### config.mk
export PLATFORM = sky130hd
export DESIGN_NAME = serial_add_ctrl_flat
export DESIGN_NICKNAME = d
export VERILOG_FILES = /design/src/rtl/serial_add_pkg.sv /design/src/rtl/serial_add_ctrl_if.sv /design/src/rtl/serial_add_ctrl_add4.sv /design/src/rtl/serial_add_ctrl.sv /design/src/flat_wrapper.sv
export SDC_FILE = /design/constraint.sdc
export NUM_CORES = 1
export LEC_CHECK = 0
export ABC_CLOCK_PERIOD_IN_PS = 7910
export CORE_MARGIN = 2
export CORE_UTILIZATION = 45
export DETAILED_ROUTE_END_ITERATION = 10
export PLACE_DENSITY = 0.83
export SETUP_SLACK_MARGIN = 0.05
export SYNTH_ARGS = -nofsm -noshare
export SYNTH_HDL_FRONTEND = slang
export SYNTH_HIERARCHICAL = 1
export SYNTH_SLANG_ARGS = --single-unit
### constraint.sdc
create_clock -name clk -period 7.91 [get_ports clk]
set_input_delay 1.1865 -clock clk [delete_from_list [all_inputs] [get_ports clk]]
set_output_delay 1.1865 -clock clk [all_outputs]
set_load 0.005 [all_outputs]
### src/rtl/serial_add_pkg.sv
// serial_add_pkg: shared constants and types for the nibble-serial adder.
//   state_t      : controller FSM states (IDLE, RUN, DONE)
//   SLICE_W      : width of one adder slice (bits)
//   NIB_DEFAULT  : default number of slices per operand
package serial_add_pkg;

  localparam int SLICE_W     = 4;
  localparam int NIB_DEFAULT = 4;

  typedef enum logic [1:0] {
    IDLE = 2'd0,
    RUN  = 2'd1,
    DONE = 2'd2
  } state_t;

endpackage

### src/rtl/serial_add_ctrl_if.sv
// serial_add_ctrl_if: request/result bundle of the serial adder.
//   start, X, Y, Sub, Cin : request side, driven by the master
//   busy, done, Sum, Cout, Ovf : status/result side, driven by the slave
// W must equal SLICE_W * NIB of the attached serial_add_ctrl.
import serial_add_pkg::*;

interface serial_add_ctrl_if #(
  parameter int W = SLICE_W * NIB_DEFAULT
);
  logic         start;
  logic [W-1:0] X;
  logic [W-1:0] Y;
  logic         Sub;
  logic         Cin;
  logic         busy;
  logic         done;
  logic [W-1:0] Sum;
  logic         Cout;
  logic         Ovf;

  modport master (
    output start, X, Y, Sub, Cin,
    input  busy, done, Sum, Cout, Ovf
  );

  modport slave (
    input  start, X, Y, Sub, Cin,
    output busy, done, Sum, Cout, Ovf
  );
endinterface

### src/rtl/serial_add_ctrl_add4.sv
// add4: purely combinational 4-bit ripple slice.
//   A, B : slice operands
//   Ci   : carry in
//   S    : slice sum
//   Co   : carry out of bit 3
//   Cmsb : carry into bit 3 (the overflow term when this is the top slice)
import serial_add_pkg::*;

module add4 (
  input  logic [3:0] A,
  input  logic [3:0] B,
  input  logic       Ci,
  output logic [3:0] S,
  output logic       Co,
  output logic       Cmsb
);
  logic [3:0] low;  // bits 2:0 plus their carry out
  logic [1:0] high; // bit 3 plus the slice carry out

  always_comb begin
    low  = {1'b0, A[2:0]} + {1'b0, B[2:0]} + {3'b000, Ci};
    high = {1'b0, A[3]} + {1'b0, B[3]} + {1'b0, low[3]};
    S    = {high[0], low[2:0]};
    Co   = high[1];
    Cmsb = low[3];
  end
endmodule

### src/rtl/serial_add_ctrl.sv
// serial_add_ctrl: adds or subtracts two W-bit operands one 4-bit slice per
// cycle, LSB slice first, through a single add4 instance.
//   clk  : clock
//   rst  : synchronous active-high reset
//   bus  : serial_add_ctrl_if slave (start/X/Y/Sub/Cin in,
//          busy/done/Sum/Cout/Ovf out)
// Timing: accept in IDLE, NIB RUN cycles, one DONE cycle, then IDLE.
import serial_add_pkg::*;

module serial_add_ctrl #(
  parameter int NIB = NIB_DEFAULT
) (
  input  logic             clk,
  input  logic             rst,
  serial_add_ctrl_if.slave bus
);
  localparam int IW = (NIB > 1) ? $clog2(NIB) : 1;

  state_t state_reg, state_next;

  logic [IW-1:0]                 idx_reg;
  logic [NIB-1:0][SLICE_W-1:0]   x_reg;
  logic [NIB-1:0][SLICE_W-1:0]   y_reg;   // already inverted for subtract
  logic                          carry_reg;
  logic [NIB-1:0][SLICE_W-1:0]   sum_reg;
  logic                          cout_reg;
  logic                          ovf_reg;

  logic [SLICE_W-1:0] slice_s;
  logic               slice_co;
  logic               slice_cmsb;
  logic               last_nib;

  assign last_nib = (idx_reg == IW'(NIB - 1));

  add4 u_add4 (
    .A    (x_reg[idx_reg]),
    .B    (y_reg[idx_reg]),
    .Ci   (carry_reg),
    .S    (slice_s),
    .Co   (slice_co),
    .Cmsb (slice_cmsb)
  );

  // State register
  always_ff @(posedge clk) begin
    if (rst) state_reg <= IDLE;
    else     state_reg <= state_next;
  end

  // Next-state logic; start only matters in IDLE
  always_comb begin
    state_next = state_reg;
    case (state_reg)
      IDLE:    if (bus.start) state_next = RUN;
      RUN:     if (last_nib)  state_next = DONE;
      DONE:    state_next = IDLE;
      default: state_next = IDLE;
    endcase
  end

  // Outputs
  always_comb begin
    bus.busy = (state_reg != IDLE);
    bus.done = (state_reg == DONE);
  end

  assign bus.Sum  = sum_reg;
  assign bus.Cout = cout_reg;
  assign bus.Ovf  = ovf_reg;

  // Datapath: operand capture, slice commit, final flags
  always_ff @(posedge clk) begin
    if (rst) begin
      idx_reg   <= '0;
      x_reg     <= '0;
      y_reg     <= '0;
      carry_reg <= 1'b0;
      sum_reg   <= '0;
      cout_reg  <= 1'b0;
      ovf_reg   <= 1'b0;
    end else begin
      case (state_reg)
        IDLE: begin
          if (bus.start) begin
            idx_reg   <= '0;
            x_reg     <= bus.X;
            // Subtract is X + ~Y + 1: invert Y here and preload carry with 1
            y_reg     <= bus.Sub ? ~bus.Y : bus.Y;
            carry_reg <= bus.Sub ? 1'b1 : bus.Cin;
          end
        end
        RUN: begin
          sum_reg[idx_reg] <= slice_s;
          carry_reg        <= slice_co;
          if (last_nib) begin
            idx_reg  <= '0;
            cout_reg <= slice_co;
            ovf_reg  <= slice_co ^ slice_cmsb;
          end else begin
            idx_reg  <= idx_reg + IW'(1);
          end
        end
        default: ;
      endcase
    end
  end
endmodule

### src/flat_wrapper.sv
// flat-port wrapper written by rule: the top's interface ports become plain ports
module serial_add_ctrl_flat 
#(
  parameter int NIB = NIB_DEFAULT
)
  (clk, rst, bus_start, bus_X, bus_Y, bus_Sub, bus_Cin, bus_busy, bus_done, bus_Sum, bus_Cout, bus_Ovf);
  serial_add_ctrl_if #(.W((4 * NIB))) bus_i ();
  input  logic clk;
  input  logic rst;
  input wire logic [$bits(bus_i.start)-1:0] bus_start;
  input wire logic [$bits(bus_i.X)-1:0] bus_X;
  input wire logic [$bits(bus_i.Y)-1:0] bus_Y;
  input wire logic [$bits(bus_i.Sub)-1:0] bus_Sub;
  input wire logic [$bits(bus_i.Cin)-1:0] bus_Cin;
  output wire logic [$bits(bus_i.busy)-1:0] bus_busy;
  output wire logic [$bits(bus_i.done)-1:0] bus_done;
  output wire logic [$bits(bus_i.Sum)-1:0] bus_Sum;
  output wire logic [$bits(bus_i.Cout)-1:0] bus_Cout;
  output wire logic [$bits(bus_i.Ovf)-1:0] bus_Ovf;
  assign bus_i.start = bus_start;
  assign bus_i.X = bus_X;
  assign bus_i.Y = bus_Y;
  assign bus_i.Sub = bus_Sub;
  assign bus_i.Cin = bus_Cin;
  assign bus_busy = bus_i.busy;
  assign bus_done = bus_i.done;
  assign bus_Sum = bus_i.Sum;
  assign bus_Cout = bus_i.Cout;
  assign bus_Ovf = bus_i.Ovf;
  serial_add_ctrl #(.NIB(NIB)) u_core (.clk(clk), .rst(rst), .bus(bus_i));
endmodule
==> results.json <==
{
  "fin_crit_ns": 2.95,
  "stdcell_count": 385,
  "power_frac_clock": 0.326,
  "hold_path.class": "flop to flop",
  "grt_pass1_vias": 1816,
  "setup_viol": 0,
  "path_clk_slew_ns": 0.10,
  "ant_nets": 0,
  "rows": 27,
  "synth_ff_type": "dfxtp_1",
  "clk_path_buf_depth": 2,
  "p_per_area_nw_per_um2": 185,
  "pwr-share-seq": 0.511,
  "synth_edf_count": 0,
  "leakagePower_nw": 1.30,
  "num-fill-cells": 500,
  "status": "finished clean",
  "cpPeakStageDelay_ns": 0.79,
  "drv_slew": 0,
  "cts_root_buf": "clkbuf_8",
  "synth_fp_nets": 314,
  "sw_frac_of_total": 0.246,
  "tns_ns": 0,
  "post-route-period-util": 0.374,
  "syn-cell-area_um2": 2550,
  "postCtsSetupRepairBufs": 0,
  "slew-limit-headroom": 0.340,
  "grt_pass1_wl_mm": 8.11,
  "io_buffers": 56,
  "grt_use_met1": 0.203,
  "wl_per_cell_um": 12.6,
  "drc": 0,
  "drive_gt1_frac": 0.0671,
  "syn_inst": 268,
  "critPathMaxFanout": 13,
  "met3_usage": 0.0386,
  "path_cells": "mux4_2 > ha_1 > nand2_1 > o21a_1 > fa_1 > inv_1 > nand2_1 > o21a_1 > o31ai_1",
  "overflow": 0,
  "core_area_um2": 5470,
  "n_antenna_cell": 0,
  "area_delta_synth_final_pct": 26.5,
  "drt-total-wl_mm": 4.84,
  "top_usage_layer": "met2",
  "grt_max_degree": 57,
  "die-width_um": 79.2,
  "grt_use_total": 0.164,
  "cts_made_buffers": 5,
  "synth_area_leaders": "dfxtp_1 (43%), mux2i_1 (7.5%), mux4_2 (7.1%)",
  "num-nets-final": 358,
  "async_flop_share": 0,
  "p_comb_frac": 0.163,
  "cts.sink_count": 55,
  "required_ns": 8.13,
  "cts_hold_buf": 0,
  "cp_data_arrival_time_ns": 3.17,
  "ios": 57,
  "regArea_um2": 1100,
  "die_y_um": 79.2,
  "synth_seq_cells": 55,
  "worst_pin_slew_ns": 0.990,
  "multiInputGateArea_um2": 1290,
  "ys_types": 31,
  "p_int_mw": 0.449,
  "dp.cells": 377,
  "crit_path_end_kind": "flop",
  "crit_family": "flip-flops",
  "vias": 1937,
  "gp_congestion": 0.753,
  "vias_per_cell": 5.03,
  "path_buf_inv": 1,
  "max_freq_ghz": 0.338,
  "ys_seq_area_frac": 0.432,
  "worstSetupPathType": "flop to flop",
  "synth.avg_cell_area_um2": 9.51,
  "yosys.area.top_type": "dfxtp_1",
  "ir_worst_vdd_v": 0.0000819,
  "final.setup_skew_ns": 0.00593,
  "p_switching_mw": 0.146,
  "dieArea_um2": 6280,
  "synth_top_cell_area_share": 0.432,
  "met2_usage": 0.281,
  "htreeDepth": 2,
  "start_util": 0.465,
  "rsz0062_at_grt": "false",
  "hold_viol_final": 0,
  "critical-path-slowest-cell": "dfxtp_1",
  "drt_iter0_markers": 112,
  "antenna_found_initial": 0,
  "crit_path_start_kind": "flop",
  "yosysWarningCount": 6,
  "cts_resized": 0,
  "maxCapViolCount": 0,
  "hpwl_mm": 3.51,
  "fin_hold_ws_ns": 0.460,
  "cts_tree": "built",
  "dr.pass1.iters": 4,
  "clock_latency_ns": 0.31
}
[Yosys cell counts, types with 2 or more instances]
| library cell | instances |
|---|---|
| o21a_1 | 2 |
| buf_2 | 9 |
| xnor2_1 | 17 |
| mux4_2 | 8 |
| nand2_1 | 35 |
| buf_4 | 3 |
| nor2_1 | 36 |
| a211oi_1 | 16 |
| dfxtp_1 | 55 |
| mux2i_1 | 19 |
| inv_1 | 15 |
| fa_1 | 3 |
| a21oi_1 | 18 |
| ha_1 | 6 |
| o21ai_0 | 2 |
| nand3b_1 | 4 |
| clkbuf_1 | 6 |
[power groups by stage]
| stage | Combinational [mW] | Clock (mW) | Sequential, mW |
|---|---|---|---|
| finish | 0.0971 | 0.194 | 0.304 |
| CTS | 0.0981 | 0.199 | 0.304 |
| global placement | 0.0956 | 0 | 0.310 |
| floorplan | 0.0668 | 0 | 0.305 |
| detailed placement | 0.0975 | 0 | 0.311 |
| global route | 0.108 | 0.211 | 0.307 |
[routing by layer]
metal | wire length (um) | part of all wire | vias to the layer above
li1 | - | - | 979
met1 | 2220 | 0.46 | 904
met2 | 2330 | 0.48 | 48
met3 | 227 | 0.047 | 6
met4 | 57 | 0.012 | 0
met5 | 0 | 0 | -
[worst register-to-register path: stages, from the launching register on]
cell and delay [ns]:
dfxtp_1 0.79, mux4_2 0.61, ha_1 0.35, nand2_1 0.08, o21a_1 0.18, fa_1 0.35
inv_1 0.13, nand2_1 0.08, o21a_1 0.13, o31ai_1 0.18
[kinds of logic (layout without fill, tap and decap cells)]
group,after synthesis,after routing,synth area share
buf+inv,35,80,0.0634
mux,27,27,0.145
fa+ha+maj,9,9,0.0530
compound gates,41,41,0.102
simple gates,83,83,0.142
flops,55,55,0.432
xor+xnor,18,18,0.0619
[stage by stage]
step           setup WS, ns  instance area, um^2  total power [mW]   util
2_1_floorplan          5.36                 2550             0.372      -
3_3_place_gp           4.85                 3100             0.405  0.567
3_5_place_dp           4.77                 3100             0.408  0.567
4_1_cts                4.92                 3220             0.601  0.589
5_1_grt                4.74                 3220             0.626  0.589
6_report               4.96                 3220             0.595  0.589
[cells in the final DEF, fill, tap and decap left out, drive strengths merged, types with 2 or more instances in the layout]
cell type	n
clkdlybuf4s50	55
dfxtp	55
nor2	36
nand2	35
mux2i	19
a21oi	18
xnor2	17
a211oi	16
inv	16
mux4	8
clkbuf	6
ha	6
nand3b	4
fa	3
o21ai	2
o21a	2
buf	2
[final cells by class]
type	count	area share
well taps	72	0.0280
clock inverters	2	0.0120
repair buffers	57	0.175
flip-flops and latches	55	0.342
inverters	15	0.0175
clock buffers	6	0.0256
multi-input cells	178	0.401
[path summary, 6_finish.rpt]
kind / from / to / slack, ns / cells past startpoint
worst min-delay path: u_core/x_reg[13] / u_core/x_reg[13] / 0.46 / 2
worst max-delay path: u_core/idx_reg[0] / u_core/carry_reg / 4.96 / 9
worst max register to register: u_core/idx_reg[0] / u_core/carry_reg / 4.96 / 9
worst min register to register: u_core/x_reg[13] / u_core/x_reg[13] / 0.46 / 2
(Power assumes the default switching activity.)
